`src/rtl/bht_access_scheduler.sv`:
```
// Single-port BHT arbiter: fetch lookups, queued read-modify-write counter updates,
// and whole-table initialisation after reset or flush.
module bht_access_scheduler #(
    parameter int         LOWER      = 5,
    parameter int         QDEPTH     = 4,
    parameter logic [1:0] INIT_STATE = 2'b01
) (
    input  logic             clk,
    input  logic             rst,
    input  logic             flush,
    input  logic             lookup_req,
    input  logic [LOWER-1:0] lookup_addr,
    output logic             lookup_ready,
    output logic             pred_valid,
    output logic             pred_taken,
    input  logic             upd_valid,
    input  logic [LOWER-1:0] upd_addr,
    input  logic             upd_taken,
    output logic             upd_ready,
    output logic             tbl_en,
    output logic             tbl_we,
    output logic [LOWER-1:0] tbl_addr,
    output logic [1:0]       tbl_wdata,
    input  logic [1:0]       tbl_rdata,
    output logic             busy
);
    localparam int PW = $clog2(QDEPTH);

    typedef enum logic [1:0] {CLEAR, IDLE, UPD_RD, UPD_WR} state_t;

    state_t           state;
    logic [LOWER-1:0] clr_cnt;
    logic             pred_q;

    logic [LOWER-1:0] q_addr  [QDEPTH];
    logic             q_taken [QDEPTH];
    logic [PW-1:0]    wr_ptr;
    logic [PW-1:0]    rd_ptr;
    logic [PW:0]      count;

    logic full, empty, push, pop, lookup_acc;

    function automatic logic [1:0] sat_next(input logic [1:0] s, input logic taken);
        if (taken) return (s == 2'b11) ? 2'b11 : s + 2'b01;
        else       return (s == 2'b00) ? 2'b00 : s - 2'b01;
    endfunction

    assign full  = (count == (PW+1)'(QDEPTH));
    assign empty = (count == '0);

    assign lookup_ready = !rst && (state == IDLE) && lookup_req && !full;
    assign lookup_acc   = lookup_ready;
    assign upd_ready    = !rst && !full && (state != CLEAR);
    assign push         = upd_valid && upd_ready;
    assign pop          = !rst && (state == UPD_WR);

    assign busy       = (state == CLEAR);
    assign pred_valid = pred_q;
    // Read data arrives the cycle after the access, aligned with pred_q.
    assign pred_taken = pred_q & tbl_rdata[1];

    always_comb begin
        tbl_en    = 1'b0;
        tbl_we    = 1'b0;
        tbl_addr  = '0;
        tbl_wdata = INIT_STATE;
        if (!rst) begin
            case (state)
                CLEAR: begin
                    tbl_en   = 1'b1;
                    tbl_we   = 1'b1;
                    tbl_addr = clr_cnt;
                end
                IDLE: begin
                    if (lookup_acc) begin
                        tbl_en   = 1'b1;
                        tbl_addr = lookup_addr;
                    end
                end
                UPD_RD: begin
                    tbl_en   = 1'b1;
                    tbl_addr = q_addr[rd_ptr];
                end
                UPD_WR: begin
                    tbl_en    = 1'b1;
                    tbl_we    = 1'b1;
                    tbl_addr  = q_addr[rd_ptr];
                    tbl_wdata = sat_next(tbl_rdata, q_taken[rd_ptr]);
                end
                default: ;
            endcase
        end
    end

    always_ff @(posedge clk) begin
        if (rst) begin
            state   <= CLEAR;
            clr_cnt <= '0;
            pred_q  <= 1'b0;
        end else begin
            pred_q <= lookup_acc;
            case (state)
                CLEAR: begin
                    if (flush) begin
                        clr_cnt <= '0;
                    end else begin
                        clr_cnt <= clr_cnt + 1'b1;
                        if (clr_cnt == '1) state <= IDLE;
                    end
                end
                IDLE: begin
                    if (flush) begin
                        state   <= CLEAR;
                        clr_cnt <= '0;
                    end else if (!lookup_acc && !empty) begin
                        state <= UPD_RD;
                    end
                end
                UPD_RD: begin
                    if (flush) begin
                        state   <= CLEAR;
                        clr_cnt <= '0;
                    end else begin
                        state <= UPD_WR;
                    end
                end
                UPD_WR: begin
                    // The write issued this cycle completes even when flushing.
                    state   <= flush ? CLEAR : IDLE;
                    clr_cnt <= '0;
                end
                default: state <= CLEAR;
            endcase
        end
    end

    always_ff @(posedge clk) begin
        if (rst || flush) begin
            wr_ptr <= '0;
            rd_ptr <= '0;
            count  <= '0;
        end else begin
            if (push) wr_ptr <= wr_ptr + 1'b1;
            if (pop)  rd_ptr <= rd_ptr + 1'b1;
            case ({push, pop})
                2'b10:   count <= count + 1'b1;
                2'b01:   count <= count - 1'b1;
                default: count <= count;
            endcase
        end
    end

    always_ff @(posedge clk) begin
        if (push) begin
            q_addr[wr_ptr]  <= upd_addr;
            q_taken[wr_ptr] <= upd_taken;
        end
    end
endmodule

```
`config.mk`:
```
export PLATFORM = sky130hd
export DESIGN_NAME = bht_access_scheduler
export DESIGN_NICKNAME = d
export VERILOG_FILES = /design/src/rtl/bht_access_scheduler.sv
export SDC_FILE = /design/constraint.sdc
export NUM_CORES = 1
export LEC_CHECK = 0
export ABC_AREA = 1
export BUFFER_PORTS_ARGS = -buffer_cell sky130_fd_sc_hd__buf_2
export CORE_UTILIZATION = 55
export DETAILED_ROUTE_END_ITERATION = 7
export GPL_ROUTABILITY_DRIVEN = 0
export MAX_ROUTING_LAYER = met4
export PLACE_DENSITY = 0.78
export SLEW_MARGIN = 5
export SYNTH_ARGS = -nofsm -noshare
export SYNTH_HDL_FRONTEND = slang
export SYNTH_SLANG_ARGS = --single-unit
```
`constraint.sdc`:
```
create_clock -name clk -period 5.45 [get_ports clk]
set_clock_uncertainty 0.05 [all_clocks]
set_input_delay 0.545 -clock clk [delete_from_list [all_inputs] [get_ports clk]]
set_output_delay 0.545 -clock clk [all_outputs]
set_load 0.05 [all_outputs]
```
==> run metrics, run 1 <==
n_diodes 0; Net Sw Frac 44.5%; wire per inst 12.7 µm; # DRC 0; first-pass GRT wire length 6.68 mm; fillers 283; Seq/Total Area, Yosys 52.4%; TritonCTS clock tree built; cell taking the most area after synthesis edfxtp_1; Syn Inst Count 235; latest clock arrival within the worst-skew pair 0.30 ns; Syn Nets 265; Hold Crit Class input pin to register; largest net degree at the start of global routing 14; RSZ-0062 raised after global routing no; core box area 0.00344 mm²; Worst setup EP type output pin; vias per cell 5.05; initial antenna violation count 0; IO Count 32; cts repair resizes 0; Die Wd 62.7 µm; Final Total Pwr 1.01 mW; top-count cell post-synth nand2_1; synth top area cells edfxtp_1, dfxtp_1, nand2_1, ha_1, a21oi_1; Critical Path Source Type register; Setup TNS 0 ns; FF+latch count, synth 41; H-tree levels 2; power per cell area 439 mW/mm²; Site Rows 21; Layout area overhead 13.3%; CP Data Required Time 4.86 ns; register area 0.00106 mm²; fraction of registers with async set/reset 0%; Initial Utilization 58.8%; Worst-Margin Slew 0.625 ns; Cell Area, Synth 0.00202 mm²; post-synthesis average cell area 8.61 µm²; Routed WL 4.00 mm; Tot GR Track Use 23.4%; drt pass-1 iters 4; status completed; Syn. warnings 0; Setup Fix Bufs, Post-CTS 0; full die area 0.00393 mm²; final hold violations 0; worst vdd ir 0.199 mV; HPWL Detailed 2.89 mm; max-slew violation count 0; ratio of cells with drive above 1 in the final layout 17.5%; clock share of power 19.5%; ratio of final minimum period to clock period 48.6%; Post-synth EDFFs 24; Starting DRT DRC Count 122; share of the synthesized area in the top cell type 35.6%; final net count 298; worst relative slew slack 58.1%; total CTS buffers 5; Sink Count 41; synth unique cells 25; crit-path max FO 13; Post-synth top cells nand2_1, nor2_1, a21oi_1, edfxtp_1, inv_1; critical path arrival 2.05 ns; via count 1,590; Antenna Nets Post-Route 0; Clock Pin Slew Worst Setup and Hold Paths 0.08 ns; Max Cap Viol 0; critical path type register to output pin; port bufs 31; maximum clock frequency 378 MHz; Die Span Y 62.7 µm; Internal Pwr Total 0.560 mW; total global routing overflow 0; design area 0.00229 mm²; clk buf depth 2; final setup fails 0; area occupied by multi-input gates 846 µm²; vias in the first global route 1,500; Area after DPL 0.00221 mm²; Seq pwr share 36.5%; Main synth FF type edfxtp_1; min Tclk post-route 2.65 ns; Post-CTS Hold Buffers 0; Sw Pwr 0.448 mW; Leak 0.979 nW; Combinational Power Share 43.9%; Root Buffer clkbuf_8
-- sequential cells by signal, indices dropped and copies added, names as in the netlist, named ones only --
| name | count |
|---|---|
| count | 3 |
| q_taken | 4 |
| clr_cnt | 5 |
| q_addr | 20 |
| pred_valid | 1 |
| state | 2 |
| rd_ptr | 2 |
| wr_ptr | 2 |
-- worst max-delay path: stages, from the launching register on --
cell and delay [ns]:
dfxtp_1 0.65, inv_1 0.34, nand2_1 0.14, nand2_1 0.05, nand2_1 0.06, o21ai_1 0.11, o21ai_0 0.09, nand3_1 0.09
buf_2 0.23
-- layer usage --
layer,wire (µm),GRT usage (%)
met2,1850,35.6
met5,0,-
met3,147,4.20
met4,97,14.0
met1,1900,29.2
-- power by group through the flow --
stage               registers, mW  logic, mW  clock network, mW
floorplan                   0.373      0.352                  0
CTS                         0.368      0.443              0.200
global route                0.372      0.488              0.211
global placement            0.373      0.438                  0
detailed placement          0.375      0.440                  0
finish                      0.368      0.443              0.197
-- final timing paths --
check                 start           end  slack, ns  cells past startpoint
hold reg to reg   rd_ptr[0]      register       0.42                      1
hold / removal    upd_taken    q_taken[0]       0.41                      1
setup / recovery   register  tbl_wdata[0]       2.80                      8
setup reg to reg   state[0]      count[2]       2.90                     10
-- per-stage QoR --
stage	utilization (%)	setup WS, ns	hold slack (ns)	std cells
global route	66.6	2.59	0.406	315
detailed placement	64.1	2.93	0.413	307
CTS	66.6	2.81	0.404	315
finish	66.6	2.80	0.412	315
floorplan	-	2.76	0.394	235
global placement	64.1	3.06	0.408	307
-- cell usage in the layout, fill, tap and decap left out, types with 2 or more instances in the layout --
cell / synthesis / final
o21ai_0: 11 / 11
or2_2: 2 / 2
nand2_1: 64 / 64
nand3_1: 9 / 9
clkbuf_8: 0 / 5
nor3_1: 3 / 3
ha_1: 11 / 11
nor2_1: 28 / 28
edfxtp_1: 24 / 24
inv_1: 22 / 22
clkinvlp_4: 0 / 2
dfxtp_1: 17 / 17
o21ai_1: 2 / 2
xor2_1: 2 / 2
a21oi_1: 24 / 24
buf_2: 1 / 31
nor2_2: 3 / 3
-- area by class of cell --
class | instances | share of cell area (%)
inverters | 23 | 3.76
flip-flops and latches | 41 | 46.3
clock buffers | 6 | 3.16
multi-input cells | 166 | 36.9
repair buffers | 31 | 6.76
clock inverters | 2 | 0.655
well taps | 46 | 2.51
-- cell families after synthesis --
kind of cell / after synthesis / share of synthesized area (%)
simple gates: 113 / 23.3
flops: 41 / 52.4
compound gates: 39 / 9.83
buf+inv: 28 / 5.81
fa+ha+maj: 12 / 7.79
xor+xnor: 2 / 0.865
Power figures use the tool's default switching activity.
==> inputs of run 2 (changes only) <==
--- a/config.mk
+++ b/config.mk
@@ -5,7 +5,7 @@
 export SDC_FILE = /design/constraint.sdc
 export NUM_CORES = 1
 export LEC_CHECK = 0
-export ABC_AREA = 1
+export ABC_AREA = 0
 export BUFFER_PORTS_ARGS = -buffer_cell sky130_fd_sc_hd__buf_2
 export CORE_UTILIZATION = 55
 export DETAILED_ROUTE_END_ITERATION = 7
==> constraint.sdc (replaced) <==
create_clock -name clk -period 2.8 [get_ports clk]
set_clock_uncertainty 0.05 [all_clocks]
set_input_delay 0.28 -clock clk [delete_from_list [all_inputs] [get_ports clk]]
set_output_delay 0.28 -clock clk [all_outputs]
set_load 0.05 [all_outputs]
==> run metrics, run 2 <==
Hold Crit Class input pin to register (unchanged); total CTS buffers 5 (unchanged); drt pass-1 iters 4 (unchanged); first-pass GRT wire length 5.78 mm (was 6.68 mm); Tot GR Track Use 23.6% (was 23.4%); min Tclk post-route 2.42 ns; Core Util, Final 66.8% (was 66.6%); maximum clock frequency 413 MHz; n_diodes 0 (unchanged); critical path arrival 2.09 ns (was 2.05 ns); max-slew violation count 0 (unchanged); FF+latch count, synth 41 (unchanged); Post-synth top cells edfxtp_1, nor2_1, dfxtp_1 (was nand2_1, nor2_1, a21oi_1, edfxtp_1, inv_1); Max Cap Viol 0 (unchanged); port bufs 31 (unchanged); vias per cell 5.60 (was 5.05); Site Rows 21 (unchanged); TritonCTS clock tree built (unchanged); Worst-Margin Slew 0.460 ns (was 0.625 ns); H-tree levels 2 (unchanged); synth unique cells 35 (was 25); Biggest register q_addr (unchanged); most common cell after layout, fill and taps aside buf_2 (was nand2_1); via count 1,350 (was 1,590); Routed WL 3.82 mm (was 4.00 mm); Starting DRT DRC Count 53 (was 122); total global routing overflow 0 (unchanged); RSZ-0062 raised after global routing no (unchanged); synth top area cells edfxtp_1, dfxtp_1, ha_1, mux4_2, a221oi_2 (was edfxtp_1, dfxtp_1, nand2_1, ha_1, a21oi_1); final net count 224 (was 298); Die Wd 61.9 µm (was 62.7 µm); full die area 0.00383 mm² (was 0.00393 mm²); setup ws final 0.378 ns (was 2.80 ns); Syn Nets 191 (was 265); Critical Path Source Type register (unchanged); Clock Pin Slew Worst Setup and Hold Paths 0.12 ns (was 0.08 ns); # DRC 0 (unchanged); wire per inst 15.8 µm (was 12.7 µm); ratio of final minimum period to clock period 86.5%; cell taking the most area after synthesis edfxtp_1 (unchanged); Post-CTS Hold Buffers 0 (unchanged); Root Buffer clkbuf_4 (was clkbuf_8); largest net degree at the start of global routing 18 (was 14); post-synthesis average cell area 12.2 µm² (was 8.61 µm²); Final Total Pwr 1.07 mW (was 1.01 mW); Sink Count 41 (unchanged); Layout area overhead 14.9% (was 13.3%); Initial Utilization 58.1% (was 58.8%); Leak 0.899 nW (was 0.979 nW); CP Data Required Time 2.47 ns (was 4.86 ns); share of the synthesized area in the top cell type 36.6% (was 35.6%); clk buf depth 2 (unchanged); Main synth FF type edfxtp_1 (unchanged); final setup fails 0 (unchanged); fillers 266 (was 283); Largest regs q_addr (20), clr_cnt (5), q_taken (4) (unchanged); IO Count 32 (unchanged); initial antenna violation count 0 (unchanged); crit-path max FO 6 (was 13); core box area 0.00339 mm² (was 0.00344 mm²); top-count cell post-synth edfxtp_1 (was nand2_1); status completed (unchanged); max reg flops 20 (unchanged); critical path type register to output pin (unchanged); final hold violations 0 (unchanged); Seq/Total Area, Yosys 53.8% (was 52.4%); fraction of registers with async set/reset 0% (unchanged); Antenna Nets Post-Route 0 (unchanged); worst relative slew slack 69.0% (was 58.1%); vias in the first global route 1,279 (was 1,500); Die Span Y 61.9 µm (was 62.7 µm); worst vdd ir 0.418 mV (was 0.199 mV); Area after DPL 0.00218 mm² (was 0.00221 mm²); latest clock arrival within the worst-skew pair 0.37 ns (was 0.30 ns); design area 0.00226 mm² (was 0.00229 mm²); cts repair resizes 0 (unchanged); Syn. warnings 0 (unchanged); Setup Fix Bufs, Post-CTS 0 (unchanged); most frequent cells in the layout buf_2, edfxtp_1, nor2_1 (was nand2_1, buf_2, nor2_1); Post-synth EDFFs 24 (unchanged); Worst setup EP type output pin (unchanged); Cell Area, Synth 0.00197 mm² (was 0.00202 mm²); dpl ws 0.420 ns (was 2.93 ns); ratio of cells with drive above 1 in the final layout 30.8% (was 17.5%); Setup TNS 0 ns (unchanged); Syn Inst Count 161 (was 235); power per cell area 474 mW/mm² (was 439 mW/mm²); HPWL Detailed 2.83 mm (was 2.89 mm)
-- run 2: cell count changes in the layout (fill, tap and decap cells not counted), sizes merged, moves of 3 or more --
cell,delta
o21ai,-6
and3,+6
a21oi,-17
nor2b,+8
nand2,-59
a221oi,+5
inv,-16
mux4,+6
xnor2,+3
nor2,-13
nand3,-7
-- run 2: layer usage --
metal	GRT usage (%)	part of all wire [%]	routed length (µm)
met1	25.2	41	1560
met2	37.0	52	1970
met3	9.52	4.9	186
met4	14.0	2.5	97
met5	-	0	0
-- run 2: report_power, final --
group          total (mW)  switching, mW  internal [mW]
combinational      0.0459         0.0301         0.0158
clock               0.388          0.198          0.190
sequential          0.639        0.00176          0.638
-- run 2: area by class of cell --
class                   instances  area [µm²]  area share (%)
inverters                       7        26.3            1.16
repair buffers                 32         163            7.18
well taps                      46        57.6            2.54
clock inverters                 2        38.8            1.71
multi-input cells             107         877            38.7
clock buffers                   6        41.3            1.82
flip-flops and latches         41        1060            46.9
-- run 2: path summary, 6_finish.rpt --
kind                             startpoint           end  slack (ns)  depth (start not counted)
worst max-delay path               register   tbl_addr[1]        0.38                          4
worst max register to register     state[0]      count[2]        0.38                          9
worst min-delay path            upd_addr[2]  q_addr[3][2]        0.06                          1
worst min register to register     count[2]      count[2]        0.45                          2
-- run 2: logic make-up (layout without fill, tap and decap cells) --
| family | count (synthesis) | count (layout) | share of synthesized area, % |
|---|---|---|---|
| xor+xnor | 5 | 5 | 2.22 |
| mux | 8 | 8 | 7.87 |
| fa+ha+maj | 12 | 12 | 8.00 |
| flops | 41 | 41 | 53.8 |
| compound gates | 27 | 27 | 10.6 |
| buf+inv | 13 | 47 | 2.92 |
| simple gates | 55 | 55 | 14.5 |
-- run 2: worst max-delay path, stage by stage (launching register included) --
cell	delay (ns)
dfxtp_1	0.58
mux4_2	0.58
a221oi_2	0.28
nor3_2	0.07
buf_2	0.22
-- run 2: per-stage QoR --
| step | hold WS [ns] | std cells |
|---|---|---|
| 6_report | 0.0632 | 241 |
| 5_1_grt | 0.0374 | 241 |
| 4_1_cts | 0.0663 | 241 |
| 3_5_place_dp | 0.430 | 233 |
| 3_3_place_gp | 0.415 | 233 |
| 2_1_floorplan | 0.329 | 161 |
==> inputs of run 3 (changes only) <==
==> constraint.sdc (replaced) <==
create_clock -name clk -period 2.8 [get_ports clk]
set_clock_uncertainty 0.05 [all_clocks]
set_input_delay 0.28 -clock clk [delete_from_list [all_inputs] [get_ports clk]]
set_output_delay 0.28 -clock clk [all_outputs]
set_load 0.1 [all_outputs]
==> run metrics, run 3 (synthesis gave the netlist of run 2 again) <==
Antenna Nets Post-Route 0 (unchanged); maximum clock frequency 391 MHz (was 413 MHz); Worst-Margin Slew 0.493 ns (was 0.460 ns); wire per inst 15.9 µm (was 15.8 µm); total global routing overflow 0 (unchanged); Area after DPL 0.00220 mm² (was 0.00218 mm²); Seq pwr share 63.3% (was 59.6%); full die area 0.00383 mm² (unchanged); CP Data Required Time 3.05 ns (was 2.47 ns); Initial Utilization 58.1% (unchanged); worst vdd ir 0.398 mV (was 0.418 mV); clk buf depth 2 (unchanged); first-pass GRT wire length 5.57 mm (was 5.78 mm); latest clock arrival within the worst-skew pair 0.36 ns (was 0.37 ns); Routed WL 3.83 mm (was 3.82 mm); Tot GR Track Use 22.3% (was 23.6%); most common cell after layout, fill and taps aside buf_2 (unchanged); Sw Pwr 0.254 mW (was 0.230 mW); IO Count 32 (unchanged); via count 1,347 (was 1,350); Layout area overhead 15.0% (was 14.9%); core box area 0.00339 mm² (unchanged); max reg flops 20 (unchanged); final net count 223 (was 224); most frequent cells in the layout buf_2, edfxtp_1, nor2_1 (unchanged); setup ws final 0.240 ns (was 0.378 ns); Finished Layout Cells 240 (was 241); ratio of final minimum period to clock period 91.4% (was 86.5%); final setup fails 0 (unchanged); final hold violations 0 (unchanged); Leak 0.892 nW (was 0.899 nW); Starting DRT DRC Count 93 (was 53); port bufs 31 (unchanged); cts repair resizes 0 (unchanged); Clock Pin Slew Worst Setup and Hold Paths 0.14 ns (was 0.12 ns); critical path arrival 2.81 ns (was 2.09 ns); Critical Path Source Type register (unchanged); total CTS buffers 5 (unchanged); power per cell area 445 mW/mm² (was 474 mW/mm²); Die Wd 61.9 µm (unchanged); HPWL Detailed 2.86 mm (was 2.83 mm); largest net degree at the start of global routing 19 (was 18); max-slew violation count 0 (unchanged); drt pass-1 iters 4 (unchanged); # DRC 0 (unchanged); Cells after DPL 232 (was 233); dpl ws 0.284 ns (was 0.420 ns); Post-CTS Hold Buffers 0 (unchanged); design area 0.00227 mm² (was 0.00226 mm²); vias in the first global route 1,217 (was 1,279); clock share of power 30.9% (was 36.2%); min Tclk post-route 2.56 ns (was 2.42 ns); Hold Crit Class input pin to register (unchanged); RSZ-0062 raised after global routing no (unchanged); status completed (unchanged); Max Cap Viol 0 (unchanged); Largest regs q_addr (20), clr_cnt (5), q_taken (4) (unchanged); n_diodes 0 (unchanged); Sink Count 41 (unchanged); Final Total Pwr 1.01 mW (was 1.07 mW); fillers 231 (was 266); TritonCTS clock tree built (unchanged); Setup TNS 0 ns (unchanged); H-tree levels 2 (unchanged); Site Rows 21 (unchanged); Root Buffer clkbuf_4 (unchanged); critical path type register to register (was register to output pin); vias per cell 5.61 (was 5.60); Combinational Power Share 5.8% (was 4.3%); crit-path max FO 18 (was 6); Worst setup EP type register (was output pin); Die Span Y 61.9 µm (unchanged); initial antenna violation count 0 (unchanged); Setup Fix Bufs, Post-CTS 0 (unchanged); worst relative slew slack 67.3% (was 69.0%); Net Sw Frac 25.1% (was 21.4%); ratio of cells with drive above 1 in the final layout 31.4% (was 30.8%); Biggest register q_addr (unchanged); Internal Pwr Total 0.756 mW (was 0.843 mW)
## run 3: cell count changes in the layout (fill, tap and decap cells not counted), sizes merged
cell	previous run	this run
buf	32	31
clkbuf	6	5
bufinv	1	0
inv	7	8
clkinvlp	0	1
## run 3: critical path, cell delays in order, from the launching register on
cell,delay [ns]
dfxtp_1,0.42
inv_1,0.10
ha_2,0.30
nor2_1,0.21
nand3_1,0.18
ha_1,0.28
fa_1,0.38
xnor2_1,0.14
or3_1,0.30
a21oi_1,0.13
## run 3: final timing paths
check	slack (ns)	cells past startpoint	start	end
setup / recovery	0.24	9	state[1]	count[2]
hold / removal	0.07	1	upd_addr[0]	q_addr[0][0]
setup reg to reg	0.24	9	state[1]	count[2]
hold reg to reg	0.45	2	count[2]	count[2]
## run 3: per-stage QoR
step | util, % | hold slack [ns]
after detailed placement | 65.0 | 0.429
final | 66.9 | 0.0691
after global routing | 66.9 | 0.0339
after floorplan | - | 0.329
after global placement | 65.0 | 0.415
after CTS | 66.9 | 0.0607
## run 3: layout make-up
type | instances | area, µm² | area share (%)
Clock inverter | 3 | 25.0 | 1.10
Timing Repair Buffer | 31 | 155 | 6.84
Sequential cell | 41 | 1060 | 46.8
Multi-Input combinational cell | 107 | 905 | 39.9
Inverter | 7 | 26.3 | 1.16
Clock buffer | 5 | 37.5 | 1.66
Tap cell | 46 | 57.6 | 2.54
## run 3: metal layers
metal  global-route usage [%]  share of wire, %  vias up
met3                     6.21               4.3        5
li1                         -                 -      652
met1                     26.7                42      655
met5                        -                 0        -
met2                     35.5                52       35
met4                     9.84               1.9        0
## run 3: power groups by stage
| stage | combinational, mW | clock [mW] | sequential (mW) |
|---|---|---|---|
| detailed placement | 0.0580 | 0 | 0.653 |
| CTS | 0.0580 | 0.317 | 0.640 |
| floorplan | 0.0348 | 0 | 0.653 |
| finish | 0.0582 | 0.312 | 0.640 |
| global route | 0.0628 | 0.350 | 0.640 |
| global placement | 0.0550 | 0 | 0.653 |
